==> src/rtl/bus4to1_rr.sv <==
// Four-master to one-slave round-robin arbiter for the valid/ready memory bus.
// Latency: request to s_valid is one cycle (arbitrate in IDLE, forward in GRANT); one IDLE cycle between grants.
// Backpressure: the granted master waits on s_ready; losers hold valid and are served within three transactions.
//
// Ports:
//   clk, resetn                 clock and synchronous active-low reset
//   mN_valid/ready/addr/rdata/wdata/wstrb (N=0..3)  master side; wstrb==0 means read
//   s_valid/ready/addr/rdata/wdata/wstrb            slave side; s_ready is a completion pulse
//   bus_err                     one-cycle pulse when the watchdog ends a transaction
//   err_id                      master index of the most recent watchdog expiry
module bus4to1_rr #(
    parameter int unsigned TIMEOUT       = 0,
    parameter logic [31:0] TIMEOUT_RDATA = 32'hDEAD_BEEF
) (
    input  logic        clk,
    input  logic        resetn,

    input  logic        m0_valid,
    output logic        m0_ready,
    input  logic [31:0] m0_addr,
    output logic [31:0] m0_rdata,
    input  logic [31:0] m0_wdata,
    input  logic [3:0]  m0_wstrb,

    input  logic        m1_valid,
    output logic        m1_ready,
    input  logic [31:0] m1_addr,
    output logic [31:0] m1_rdata,
    input  logic [31:0] m1_wdata,
    input  logic [3:0]  m1_wstrb,

    input  logic        m2_valid,
    output logic        m2_ready,
    input  logic [31:0] m2_addr,
    output logic [31:0] m2_rdata,
    input  logic [31:0] m2_wdata,
    input  logic [3:0]  m2_wstrb,

    input  logic        m3_valid,
    output logic        m3_ready,
    input  logic [31:0] m3_addr,
    output logic [31:0] m3_rdata,
    input  logic [31:0] m3_wdata,
    input  logic [3:0]  m3_wstrb,

    output logic        s_valid,
    input  logic        s_ready,
    output logic [31:0] s_addr,
    input  logic [31:0] s_rdata,
    output logic [31:0] s_wdata,
    output logic [3:0]  s_wstrb,

    output logic        bus_err,
    output logic [1:0]  err_id
);

    typedef enum logic {
        ST_IDLE  = 1'b0,
        ST_GRANT = 1'b1
    } state_t;

    state_t      r_state;
    state_t      w_state_nxt;
    logic [1:0]  r_grant;
    logic [1:0]  w_grant_nxt;
    logic [1:0]  r_last;
    logic [1:0]  w_last_nxt;
    logic [31:0] r_wdog;
    logic [31:0] w_wdog_nxt;
    logic [1:0]  r_err_id;
    logic [1:0]  w_err_id_nxt;

    // Master buses gathered into arrays so the grant index can select them.
    logic [3:0]  w_m_valid;
    logic [3:0]  w_m_ready;
    logic [31:0] w_m_addr  [4];
    logic [31:0] w_m_wdata [4];
    logic [3:0]  w_m_wstrb [4];
    logic [31:0] w_m_rdata [4];

    assign w_m_valid    = {m3_valid, m2_valid, m1_valid, m0_valid};
    assign w_m_addr[0]  = m0_addr;
    assign w_m_addr[1]  = m1_addr;
    assign w_m_addr[2]  = m2_addr;
    assign w_m_addr[3]  = m3_addr;
    assign w_m_wdata[0] = m0_wdata;
    assign w_m_wdata[1] = m1_wdata;
    assign w_m_wdata[2] = m2_wdata;
    assign w_m_wdata[3] = m3_wdata;
    assign w_m_wstrb[0] = m0_wstrb;
    assign w_m_wstrb[1] = m1_wstrb;
    assign w_m_wstrb[2] = m2_wstrb;
    assign w_m_wstrb[3] = m3_wstrb;

    assign m0_ready = w_m_ready[0];
    assign m1_ready = w_m_ready[1];
    assign m2_ready = w_m_ready[2];
    assign m3_ready = w_m_ready[3];
    assign m0_rdata = w_m_rdata[0];
    assign m1_rdata = w_m_rdata[1];
    assign m2_rdata = w_m_rdata[2];
    assign m3_rdata = w_m_rdata[3];

    assign err_id = r_err_id;

    logic w_g_valid;
    assign w_g_valid = w_m_valid[r_grant];

    // Round-robin pick: scan last+1, last+2, ... with 2-bit wraparound.
    logic       w_arb_vld;
    logic [1:0] w_arb_idx;
    logic [1:0] w_cand;

    always_comb begin
        w_arb_vld = 1'b0;
        w_arb_idx = r_last;
        w_cand    = r_last;
        for (int k = 1; k <= 4; k++) begin
            w_cand = r_last + 2'(k);
            if (!w_arb_vld && w_m_valid[w_cand]) begin
                w_arb_vld = 1'b1;
                w_arb_idx = w_cand;
            end
        end
    end

    // Expiry needs a live request; s_ready in the same cycle takes precedence.
    logic w_expire;

    if (TIMEOUT > 0) begin : g_wdog
        assign w_expire = (r_state == ST_GRANT) && (r_wdog == 32'(TIMEOUT - 1))
                          && !s_ready && w_g_valid;
    end else begin : g_no_wdog
        assign w_expire = 1'b0;
    end

    assign bus_err = w_expire;

    // Output muxing: everything is zero outside GRANT and for non-granted masters.
    always_comb begin
        s_valid   = 1'b0;
        s_addr    = 32'h0;
        s_wdata   = 32'h0;
        s_wstrb   = 4'h0;
        w_m_ready = 4'h0;
        for (int i = 0; i < 4; i++) begin
            w_m_rdata[i] = 32'h0;
        end
        if (r_state == ST_GRANT) begin
            s_valid = w_g_valid && !w_expire;
            s_addr  = w_m_addr[r_grant];
            s_wdata = w_m_wdata[r_grant];
            s_wstrb = w_m_wstrb[r_grant];
            for (int i = 0; i < 4; i++) begin
                if (r_grant == 2'(i)) begin
                    // A dropped valid (abort) never gets a ready, even with s_ready high.
                    w_m_ready[i] = w_g_valid && (s_ready || w_expire);
                    w_m_rdata[i] = w_expire ? TIMEOUT_RDATA : s_rdata;
                end
            end
        end
    end

    always_comb begin
        w_state_nxt  = r_state;
        w_grant_nxt  = r_grant;
        w_last_nxt   = r_last;
        w_wdog_nxt   = r_wdog;
        w_err_id_nxt = r_err_id;
        case (r_state)
            ST_IDLE: begin
                if (w_arb_vld) begin
                    w_state_nxt = ST_GRANT;
                    w_grant_nxt = w_arb_idx;
                    w_wdog_nxt  = 32'h0;
                end
            end
            ST_GRANT: begin
                if (!w_g_valid) begin
                    // Abort: leave priority untouched so the same rotation resumes.
                    w_state_nxt = ST_IDLE;
                end else if (s_ready) begin
                    w_state_nxt = ST_IDLE;
                    w_last_nxt  = r_grant;
                end else if (w_expire) begin
                    w_state_nxt  = ST_IDLE;
                    w_last_nxt   = r_grant;
                    w_err_id_nxt = r_grant;
                end else if (r_wdog != 32'hFFFF_FFFF) begin
                    w_wdog_nxt = r_wdog + 32'd1;
                end
            end
            default: begin
                w_state_nxt = ST_IDLE;
            end
        endcase
    end

    always_ff @(posedge clk) begin
        if (!resetn) begin
            r_state  <= ST_IDLE;
            r_grant  <= 2'd0;
            r_last   <= 2'd3;
            r_wdog   <= 32'h0;
            r_err_id <= 2'd0;
        end else begin
            r_state  <= w_state_nxt;
            r_grant  <= w_grant_nxt;
            r_last   <= w_last_nxt;
            r_wdog   <= w_wdog_nxt;
            r_err_id <= w_err_id_nxt;
        end
    end

endmodule

==> config.mk <==
export PLATFORM = sky130hd
export DESIGN_NAME = bus4to1_rr
export DESIGN_NICKNAME = d
export VERILOG_FILES = /design/src/rtl/bus4to1_rr.sv
export SDC_FILE = /design/constraint.sdc
export NUM_CORES = 1
export LEC_CHECK = 0
export CORE_AREA = 3 3 197 199
export DETAILED_ROUTE_END_ITERATION = 10
export DIE_AREA = 0 0 200 202
export GPL_TIMING_DRIVEN = 0
export HOLD_SLACK_MARGIN = 0.03
export PLACE_DENSITY = 0.44
export SYNTH_ARGS = -nofsm -noshare
export SYNTH_HDL_FRONTEND = slang
export SYNTH_SLANG_ARGS = --single-unit
export TNS_END_PERCENT = 30
==> constraint.sdc <==
create_clock -name clk -period 2.2 [get_ports clk]
set_input_delay 0.44 -clock clk [delete_from_list [all_inputs] [get_ports clk]]
set_output_delay 0.44 -clock clk [all_outputs]
set_load 0.005 [all_outputs]
---- Word-level counts from Yosys, hierarchy flattened ----
Cells that the tools add are included.
word-level totals
  RAM bits ................................ 0
  flip-flop bits (word level) ............. 5
  output and inout port bits .............. 204
  word-level logic and storage cells ...... 72
  ROM bits ................................ 0
  bits in latches ......................... 0
  memories kept ........................... 0
cells by class
  muxes and demuxes ....................... 45
  bitwise operators ....................... 2
  div/mod/pow operators ................... 0
  order comparisons ....................... 6
  reduce and logical (&&, ||, !) cells .... 10
  add/subtract/negate cells ............... 3
  shift operators ......................... 0
  multiply operators ...................... 0
  equality and inequality tests ........... 3
operators by type and width
  cell                                                         number
  2-to-1 mux 32 bit                                            10
  binary-select mux 32 bit (select 2 bit)                      2
  2-to-1 mux 128 bit                                           1
  2-to-1 mux 1 bit                                             17
  2-to-1 mux 4 bit                                             4
  less-than comparator 2 x 3 -> 1 bit (second input constant)  5
  binary-select mux 1 bit (select 2 bit)                       5
  binary-select mux 4 bit (select 2 bit)                       1
  2-to-1 mux 2 bit                                             4
  adder 2 bit (second input constant)                          2
  == test 2 bit (second input constant)                        2
  logical AND 1 bit                                            4
  greater-or-equal comparator 3 bit (second input constant)    1
  logical NOT 1 bit                                            3
  inverter 2 -> 3 bit                                          1
  AND reduction 3 bit                                          1
  adder 2 x 1 -> 2 bit (second input constant)                 1
  == test 2 x 1 -> 1 bit (second input constant)               1
  logical NOT 2 bit                                            1
  case mux 1 bit (2 select lines)                              1
  AND reduction 2 bit                                          1
  inverter 1 bit                                               1

---- Longest topological paths before layout ----
Gate-level depths: netlist of run 1.
  depth in word-level cells ............... 15
  gate-level depth with buffers ........... 5
  mapped depth without buffers ............ 4

---- Worst setup path after synthesis of run 1 ----
Ideal clock, no wire load.
  path type ............................... flip-flop to output port
  start ................................... register r_grant[0]
  end ..................................... output port s_addr[18]
  buffers on the path ..................... 2
  stages on the path, launching flop included .. 5
  path slack .............................. 0.389 ns
  arrival ................................. 1.371 ns
  path through ............................ dfxtp_1 buf_4 buf_4 mux4_2 and2_1
between the ends
  word-level cells in the longest chain between the ends .. 5
RTL lines
  what                                                  RTL line  RTL
  from (decl)                                           64        logic [1:0] r_grant;
  from (signal assigned)                                208       r_grant <= w_grant_nxt;
  inverter 2 -> 3 bit (implied by the code)             151       s_addr = w_m_addr[r_grant];
  binary-select mux 32 bit (select 2 bit)               151
  2-to-1 mux 32 bit (implied by the code) (2 in a row)  151
  2-to-1 mux 32 bit                                     149       if (r_state == ST_GRANT) begin
  to (decl)                                             48        output logic [31:0] s_addr,
Every way passes these cells. The select of a mux whose other input is x is not followed.

---- Worst setup path in the final report of run 1 ----
  start ................................... register r_grant[0]
  end ..................................... output port s_addr[5]
Same word-level chain as after synthesis.

==> flow_summary.json, run 1 <==
{
  "outcome": "complete, but fails checks",
  "violations": "setup timing",
  "finalNonFillerCells": 1466,
  "cts_buffers": 3,
  "drv_slew": 0,
  "setup_slack_ps": -186,
  "hold_viol": 0,
  "path_clk_slew_ps": 40,
  "setup.worst_path.start": "r_grant[0]$_SDFFE_PN0P_",
  "firstDrtPassIters": 4,
  "powerDensity_mw_per_mm2": 266,
  "dp.cells": 1415,
  "crit_type": "reg2out",
  "maxCapViolations": 0,
  "pre_cts_ws_ps": -951,
  "synthAdderAreaFrac_pct": 0,
  "die_h_um": 202,
  "ff2ff_setup_slack_ps": -160,
  "cts_sinks": 5,
  "grt_usage_pct": 12.3,
  "num_antenna_cells": 0,
  "r2r_cells": 13,
  "core-area_mm2": 0.0374,
  "grt_util_met3_pct": 3.28,
  "synth_compound_area_share_pct": 2.41,
  "synthSimpleGateAreaFrac_pct": 37.0,
  "io_buffers": 511,
  "initial_utilization_pct": 8.33,
  "synthMuxAreaShare_pct": 49.8,
  "rsz0062_at_grt": "yes",
  "final_common_cell": "clkdlybuf4s50_1",
  "cts-root-buf": "clkbuf_16",
  "power_mw": 2.63,
  "r2r_start": "r_grant[0]$_SDFFE_PN0P_",
  "fin_setup_tns_ps": -4690,
  "num-fill-cells": 4029,
  "synth_top_family_by_area": "multiplexers",
  "grt_pass1_wl_um": 37200,
  "areaGrowthSynthToFinish_pct": 217,
  "grt_max_degree": 11,
  "clockBufferDepth": 2,
  "drive_above_1_share_pct": 28.1,
  "cp-start-kind": "register",
  "vias_per_cell": 3.64,
  "cp_max_fo": 5,
  "clk_latency_ps": 230,
  "synth_edf_count": 0,
  "busiest_layer": "met2",
  "hp-class": "reg2reg",
  "netSwitchingPower_mw": 0.817,
  "antenna_left": 0,
  "synthCells": 391,
  "mostFrequentLayoutCells": "312 x clkdlybuf4s50_1, 132 x nor2_1, 116 x dlygate4sd2_1",
  "worstSetupEndpointType": "output port",
  "yosys_warnings": 0,
  "p_int_mw": 1.81,
  "setup_viol": 50,
  "use_met1_pct": 13.4,
  "synthXorXnorAreaFrac_pct": 0,
  "drc": 0,
  "gp_congestion": 0.761,
  "critPathRequiredTime_ps": 1760,
  "syn_area_mm2": 0.00312,
  "skew_ps": 3.39,
  "postCtsHoldBufs": 0,
  "drt_iter0_markers": 103,
  "dp_hpwl_um": 22200,
  "fin_crit_sh_pct": 108,
  "netlist_top_cells_area": "mux4_2 49%, nor2_1 16%, and2_1 14%",
  "cp-endpoint": "s_addr[5]",
  "ys_ff_latch": 5,
  "nNetsFinal": 1267,
  "avgRoutedWirePerCell_um": 18.4,
  "max_freq_mhz": 419,
  "ir_worst_vdd_mv": 0.138,
  "use_met2_pct": 23.8,
  "ys_async_sr_fraction_pct": 0,
  "fin_crit_ps": 2390,
  "seqPwrFrac_pct": 4.3,
  "leakage_nw": 4.58,
  "pwr-share-clk_pct": 11.4,
  "antenna_found_initial": 5,
  "combPwrFrac_pct": 84.3,
  "die_area_mm2": 0.0404,
  "synth_area_per_cell_um2": 7.97,
  "cts_max_level": 1,
  "synth_top_cell_area_share_pct": 49.2,
  "ys_seq_area_share_pct": 3.21,
  "die_w_um": 200,
  "grt-ovfl-total": 0,
  "arrival_ps": 1950,
  "synth.distinct_cells": 26,
  "p_sw_share_pct": 31.1,
  "yosysTopAreaCell": "mux4_2",
  "wl_um": 27000,
  "first_global_vias": 5955,
  "reg2reg_to": "r_last[0]$_SDFFE_PN1P_",
  "pin_count": 515,
  "rows": 71,
  "synth_ff_type": "dfxtp_1",
  "num_vias": 5342,
  "cts_tree": "yes"
}
==> cells in the mapped netlist (2+ instances only) <==
master	n
a21oi_1	4
o21ai_0	2
buf_4	8
clkbuf_1	25
dfxtp_1	5
nand2b_1	4
mux4_2	68
nand3_1	3
buf_2	13
nand2_1	38
a21boi_0	2
inv_1	3
nor2_1	136
and2_1	68
==> registers in the layout, summed over array words and instances, names as in the netlist <==
signal   count
r_grant      2
r_last       2
r_state      1
==> worst max-delay path: stages (launching register included) <==
cell,delay [ps]
dfxtp_4,380
buf_6,160
bufbuf_16,270
mux4_2,470
and2_1,170
dlygate4sd2_1,260
==> through the flow <==
step | util (%) | instance area (µm²) | hold WS [ps]
finish | 26.4 | 9890 | 534
global route | 26.4 | 9890 | 567
CTS | 26.3 | 9850 | 528
detailed placement | 23.7 | 8880 | 527
global placement | 23.7 | 8880 | 528
floorplan | - | 3120 | 493
==> worst min-delay path by stage <==
stage                                       from                      to  slack (ps)  cells after the start
after floorplan           r_last[1]$_SDFFE_PN1P_  r_last[1]$_SDFFE_PN1P_         490                      2
after global placement    r_last[0]$_SDFFE_PN1P_  r_last[0]$_SDFFE_PN1P_         530                      2
after detailed placement  r_last[1]$_SDFFE_PN1P_  r_last[1]$_SDFFE_PN1P_         530                      2
after CTS                 r_last[1]$_SDFFE_PN1P_  r_last[1]$_SDFFE_PN1P_         530                      2
after global routing      r_last[0]$_SDFFE_PN1P_  r_last[0]$_SDFFE_PN1P_         570                      2
final                     r_last[1]$_SDFFE_PN1P_  r_last[1]$_SDFFE_PN1P_         530                      2
==> cells by family (layout without fill, tap and decap cells) <==
| group | Yosys count | in the layout |
|---|---|---|
| other cells | 1 | 3 |
| simple gates | 254 | 254 |
| buf+inv | 49 | 611 |
| mux | 70 | 70 |
| flops | 5 | 5 |
| compound gates | 12 | 12 |
==> power groups by stage <==
stage                     combinational (mW)  clock [mW]  sequential (mW)
after floorplan                        0.725           0            0.105
after global placement                  1.90           0            0.108
after detailed placement                1.89           0            0.108
after CTS                               2.22       0.306            0.114
after global routing                    2.37       0.310            0.117
final                                   2.22       0.299            0.114
==> area by class of cell <==
cell class,count,area [µm²],share of cell area [%]
plain buffers,41,568,5.74
clock buffers,4,78.8,0.797
inverters,3,11.3,0.114
multi-input cells,339,2940,29.7
flip-flops and latches,5,109,1.10
well taps,511,639,6.47
repair buffers,563,5540,56.1
==> per-layer routing <==
metal | wire, µm | part of all wire [%]
met4 | 412 | 1.5
met3 | 2600 | 9.6
met5 | 27 | 0.10
met1 | 9810 | 36
met2 | 14100 | 52
==> what timing repair did <==
| action | 4_1_cts | 5_1_grt |
|---|---|---|
| endpoints found under the setup margin | 201 | 97 |
| setup buffers | 39 | 8 |
| cloned | 8 | 0 |
| resized for setup | 429 | 110 |
| pin swaps | 17 | 3 |
Power figures use the tool's default switching activity.
==> run 2, diff against run 1 <==
--- a/config.mk
+++ b/config.mk
@@ -8,9 +8,11 @@
 export CORE_AREA = 3 3 197 199
 export DETAILED_ROUTE_END_ITERATION = 10
 export DIE_AREA = 0 0 200 202
+export GPL_ROUTABILITY_DRIVEN = 1
 export GPL_TIMING_DRIVEN = 0
 export HOLD_SLACK_MARGIN = 0.03
 export PLACE_DENSITY = 0.44
+export SLEW_MARGIN = 20
 export SYNTH_ARGS = -nofsm -noshare
 export SYNTH_HDL_FRONTEND = slang
 export SYNTH_SLANG_ARGS = --single-unit
==> constraint.sdc (replaced) <==
create_clock -name clk -period 2.73 [get_ports clk]
set_input_delay 0.546 -clock clk [delete_from_list [all_inputs] [get_ports clk]]
set_output_delay 0.546 -clock clk [all_outputs]
set_load 0.005 [all_outputs]
==> run 2 against run 1 <==
The run now ends clean. Count of clock-buffer cells in the layout is the same. Die area is the same. Critical path depth shrank 1. Clock skew is essentially flat. Largest cell class unchanged.
==> flow_summary.json, run 2 (synthesis gave the netlist of run 1 again) <==
{
  "hold_depth": 2,
  "drive_above_1_share_pct": 13.3,
  "cp_max_fo": 1,
  "fin_crit_sh_pct": 98.4,
  "fin_setup_tns_ps": 0,
  "path_clk_slew_ps": 40,
  "grt_max_degree": 11,
  "pin_count": 515,
  "drc": 0,
  "drt_iter0_markers": 143,
  "cp-start-kind": "input port",
  "clk_latency_ps": 230,
  "ir_worst_vdd_mv": 0.115,
  "io_buffers": 511,
  "die_area_mm2": 0.0404,
  "grt-ovfl-total": 0,
  "hp-class": "reg2reg",
  "first_global_vias": 5710,
  "mostFrequentLayoutCells": "498 x clkdlybuf4s50_1, 136 x nor2_1, 68 x mux4_2, 68 x and2_1, 37 x nand2_1",
  "hold_viol": 0,
  "leakage_nw": 3.22,
  "core-area_mm2": 0.0374,
  "powerDensity_mw_per_mm2": 206,
  "crit_type": "in2out",
  "grt_pass1_wl_um": 35600,
  "whs_ps": 529,
  "seqPwrFrac_pct": 4.7,
  "p_int_mw": 1.29,
  "drv_slew": 0,
  "dp_hpwl_um": 22200,
  "combPwrFrac_pct": 82.2,
  "grt_usage_pct": 11.8,
  "firstDrtPassIters": 4,
  "reg2reg_to": "r_last[0]$_SDFFE_PN1P_",
  "netSwitchingPower_mw": 0.591,
  "cts-root-buf": "clkbuf_16",
  "outcome": "finished clean",
  "nNetsFinal": 1221,
  "dp.cells": 1415,
  "antenna_found_initial": 5,
  "rows": 71,
  "critPathRequiredTime_ps": 2180,
  "maxCapViolations": 0,
  "final_common_cell": "clkdlybuf4s50_1",
  "cts_tree": "yes",
  "p_sw_share_pct": 31.5,
  "die_w_um": 200,
  "r2r_cells": 6,
  "cts_sinks": 5,
  "areaGrowthSynthToFinish_pct": 193,
  "num_antenna_cells": 0,
  "rsz0062_at_grt": "yes",
  "ff2ff_setup_slack_ps": 1170,
  "worstSetupEndpointType": "output port",
  "r2r_start": "r_grant[0]$_SDFFE_PN0P_",
  "finalNonFillerCells": 1420,
  "cts_buffers": 3,
  "min_from": "r_last[1]$_SDFFE_PN1P_",
  "postCtsHoldBufs": 0,
  "skew_ps": 3.30,
  "finalCoreUtilization_pct": 24.4,
  "avgRoutedWirePerCell_um": 18.1,
  "die_h_um": 202,
  "antenna_left": 0,
  "clockBufferDepth": 2,
  "num_vias": 5148,
  "top_regs": "r_grant x2, r_last x2, r_state x1",
  "initial_utilization_pct": 8.33,
  "arrival_ps": 2140,
  "hold_end": "r_last[1]$_SDFFE_PN1P_",
  "fin_crit_ps": 2690,
  "gp_congestion": 0.761,
  "setup_viol": 0,
  "pwr-share-clk_pct": 13.1,
  "wl_um": 25800,
  "max_freq_mhz": 372,
  "cts_max_level": 1,
  "vias_per_cell": 3.63
}
run 2: cell count changes in the layout (fill, tap and decap cells not counted), moves of 8 or more:
cell and change:
and2_4 -31, buf_4 -19, buf_12 -10, clkdlybuf4s15_1 -8, and2_1 +31, clkbuf_2 -24
clkdlybuf4s50_1 +186, dlymetal6s2s_1 -18, dlygate4sd2_1 -106, buf_6 -28
run 2: power by group through the flow:
stage,clock (mW),sequential [mW],combinational (mW)
after floorplan,0,0.0845,0.584
after CTS,0.247,0.0876,1.57
after global routing,0.250,0.0890,1.67
final,0.246,0.0876,1.54
after global placement,0,0.0866,1.53
after detailed placement,0,0.0868,1.53
run 2: how the worst max path moves through the flow:
stage / slack, ps / to / start / cells past startpoint
2_1_floorplan: 810 / s_addr[18] / r_grant[0]$_SDFFE_PN0P_ / 4
3_3_place_gp: -510 / m0_rdata[22] / r_state$_SDFF_PN0_ / 6
3_5_place_dp: -530 / m0_rdata[22] / r_state$_SDFF_PN0_ / 6
4_1_cts: -70 / m1_ready / m1_valid / 5
5_1_grt: -2 / s_wdata[8] / r_grant[0]$_SDFFE_PN0P_ / 5
6_report: 40 / s_wdata[3] / m3_wdata[3] / 4
run 2: metrics by stage:
| stage | total power, mW | instance area (µm²) | setup slack [ps] |
|---|---|---|---|
| finish | 1.88 | 9130 | 42.3 |
| global route | 2.01 | 9130 | -2.28 |
| CTS | 1.90 | 9070 | -69.0 |
| detailed placement | 1.61 | 8880 | -527 |
| global placement | 1.62 | 8880 | -508 |
| floorplan | 0.669 | 3120 | 813 |
run 2: final cells by class:
type / instances / area (µm²)
timing repair buffer: 513 / 5120
sequential: 5 / 103
buffer: 45 / 369
multi-input combinational: 339 / 2800
inverter: 3 / 11.3
tap: 511 / 639
clock buffer: 4 / 78.8
fill: 4026 / 28300
run 2: per-layer routing:
| layer | track usage (%) | routed length (µm) |
|---|---|---|
| met1 | 12.8 | 9410 |
| met2 | 22.8 | 13500 |
| met3 | 3.22 | 2530 |
| met4 | 1.94 | 328 |
| met5 | 0 | 23 |
run 2: timing repair:
action	4_1_cts	5_1_grt
buffers inserted	0	2
resized for setup	63	16
pin swaps	1	1
endpoints found under the setup margin	200	87
run 2: worst max-delay path: stages:
cell	delay, ps
clkdlybuf4s50_1	470
mux4_2	480
and2_1	180
clkdlybuf4s50_1	470
==> run 3, diff against run 2 <==
--- a/config.mk
+++ b/config.mk
@@ -6,12 +6,14 @@
 export NUM_CORES = 1
 export LEC_CHECK = 0
 export CORE_AREA = 3 3 197 199
+export CTS_CLUSTER_SIZE = 28
 export DETAILED_ROUTE_END_ITERATION = 10
 export DIE_AREA = 0 0 200 202
 export GPL_ROUTABILITY_DRIVEN = 1
 export GPL_TIMING_DRIVEN = 0
 export HOLD_SLACK_MARGIN = 0.03
 export PLACE_DENSITY = 0.44
+export REMOVE_ABC_BUFFERS = 1
 export SLEW_MARGIN = 20
 export SYNTH_ARGS = -nofsm -noshare
 export SYNTH_HDL_FRONTEND = slang
==> run 3 against run 2 <==
Non-clock buffer count down 29. Utilization down 0.057 points. Die area unchanged. Routed wire length down 7.1%. Maximum frequency up 1.2%. Register-to-register slack worse by 130 ps.
==> flow_summary.json, run 3 (synthesis gave the netlist of run 1 again) <==
{
  "cts_max_level": 1,
  "tightestPinTransition_ps": 561,
  "drc": 0,
  "grt_max_degree": 61,
  "wl_um": 23900,
  "timing.critical_path.buf_inv": 3,
  "max_slew_margin_pct": 62.6,
  "first_global_vias": 5032,
  "gp_congestion": 0.768,
  "fin_crit_ps": 2660,
  "antenna_found_initial": 1,
  "skew_ps": 0.266,
  "grt-ovfl-total": 0,
  "cts_sinks": 5,
  "firstDrtPassIters": 6,
  "mostFrequentLayoutCells": "486 x clkdlybuf4s50_1, 136 x nor2_1, 68 x mux4_2, 68 x and2_1, 37 x nand2_1",
  "areaGrowthSynthToFinish_pct": 192,
  "crit_type": "reg2out",
  "drt_iter0_markers": 216,
  "finalNonFillerCells": 1391,
  "hp-class": "reg2reg",
  "num_antenna_cells": 0,
  "drv_slew": 0,
  "path_clk_slew_ps": 30,
  "setup_viol": 0,
  "max_stage_delay_ps": 500,
  "powerDensity_mw_per_mm2": 204,
  "ff2ff_setup_slack_ps": 1040,
  "vias_per_cell": 3.54,
  "drive_above_1_share_pct": 11.1,
  "cp-start-kind": "register",
  "crit_chain": "buf_16 > buf_16 > mux4_2 > and2_1 > clkdlybuf4s50_1",
  "power_mw": 1.86,
  "outcome": "finished clean",
  "clockBufferDepth": 2,
  "crit_top_cell": "buf_16",
  "rows": 71,
  "hold_viol": 0,
  "slowest_stage": "mux4_2",
  "num-fill-cells": 4066,
  "die_w_um": 200,
  "fin_setup_tns_ps": 0,
  "top_regs": "r_grant x2, r_last x2, r_state x1",
  "fin_crit_sh_pct": 97.3,
  "dp_hpwl_um": 19800,
  "die_area_mm2": 0.0404,
  "clk_latency_ps": 220,
  "nNetsFinal": 1192,
  "critPathTopFamily": "buffers and inverters",
  "maxCapViolations": 0,
  "rsz0062_at_grt": "no",
  "final_common_cell": "clkdlybuf4s50_1",
  "pin_count": 515,
  "critPathRequiredTime_ps": 2180,
  "grt_usage_pct": 10.9,
  "arrival_ps": 2110,
  "dp.cells": 1374,
  "max_freq_mhz": 376,
  "worstSetupEndpointType": "output port",
  "ir_worst_vdd_mv": 0.167,
  "whs_ps": 543,
  "num_vias": 4931,
  "grt_pass1_wl_um": 33400,
  "cts-root-buf": "clkbuf_16",
  "io_buffers": 511,
  "core-area_mm2": 0.0374,
  "antenna_left": 0,
  "cts_buffers": 3,
  "die_h_um": 202,
  "avgRoutedWirePerCell_um": 17.2,
  "leakage_nw": 3.28,
  "cp_max_fo": 17,
  "initial_utilization_pct": 8.33,
  "cts_tree": "yes"
}
-- run 3: area by class of cell --
type / count / area (µm²) / share of cell area (%)
Clock buffer: 4 / 78.8 / 0.866
Inverter: 3 / 11.3 / 0.124
Multi-Input combinational cell: 339 / 2820 / 30.9
Sequential cell: 5 / 111 / 1.22
Tap cell: 511 / 639 / 7.02
Timing Repair Buffer: 529 / 5450 / 59.8
-- run 3: worst paths after layout --
path                       endpoint               startpoint  cells past startpoint
max                      s_addr[28]  r_grant[0]$_SDFFE_PN0P_                      5
max reg2reg  r_last[0]$_SDFFE_PN1P_  r_grant[0]$_SDFFE_PN0P_                      7
min reg2reg  r_last[1]$_SDFFE_PN1P_   r_last[1]$_SDFFE_PN1P_                      2
min          r_last[1]$_SDFFE_PN1P_   r_last[1]$_SDFFE_PN1P_                      2
-- run 3: stage by stage --
| stage | utilization [%] | instance area (µm²) | setup slack [ps] |
|---|---|---|---|
| floorplan | - | 2900 | -2510 |
| global placement | 23.2 | 8660 | -5670 |
| detailed placement | 23.5 | 8810 | -267 |
| CTS | 24.3 | 9070 | 7.98 |
| global route | 24.3 | 9100 | 2.99 |
| finish | 24.3 | 9100 | 73.1 |
-- run 3: metal layers --
layer	up-vias	GRT usage (%)	share of wire, %
met3	16	2.62	8.3
met4	2	0.798	0.77
met1	2323	12.3	37
met2	250	21.3	54
li1	2340	-	-
met5	-	0	0.050
-- run 3: power by group --
group | switching, mW | total [mW] | internal [mW]
logic | 0.494 | 1.51 | 1.02
clock network | 0.0448 | 0.238 | 0.193
registers | 0.0333 | 0.113 | 0.0801
total | 0.573 | 1.86 | 1.29
-- run 3: worst reg2reg max path, cell delays in order (launching register included) --
cell and delay (ps):
dfxtp_4 380, buf_16 150, buf_4 160, mux2_2 370, nand4_1 130, buf_4 150, a21boi_0 70, nand3b_1 160
-- run 3: what timing repair did --
action                     4_1_cts  5_1_grt
pin swaps                        1        0
buffers inserted                10        0
resized for setup               24       11
setup endpoints to repair      161       11
cloned                           3        0
hold buffers                     0        0
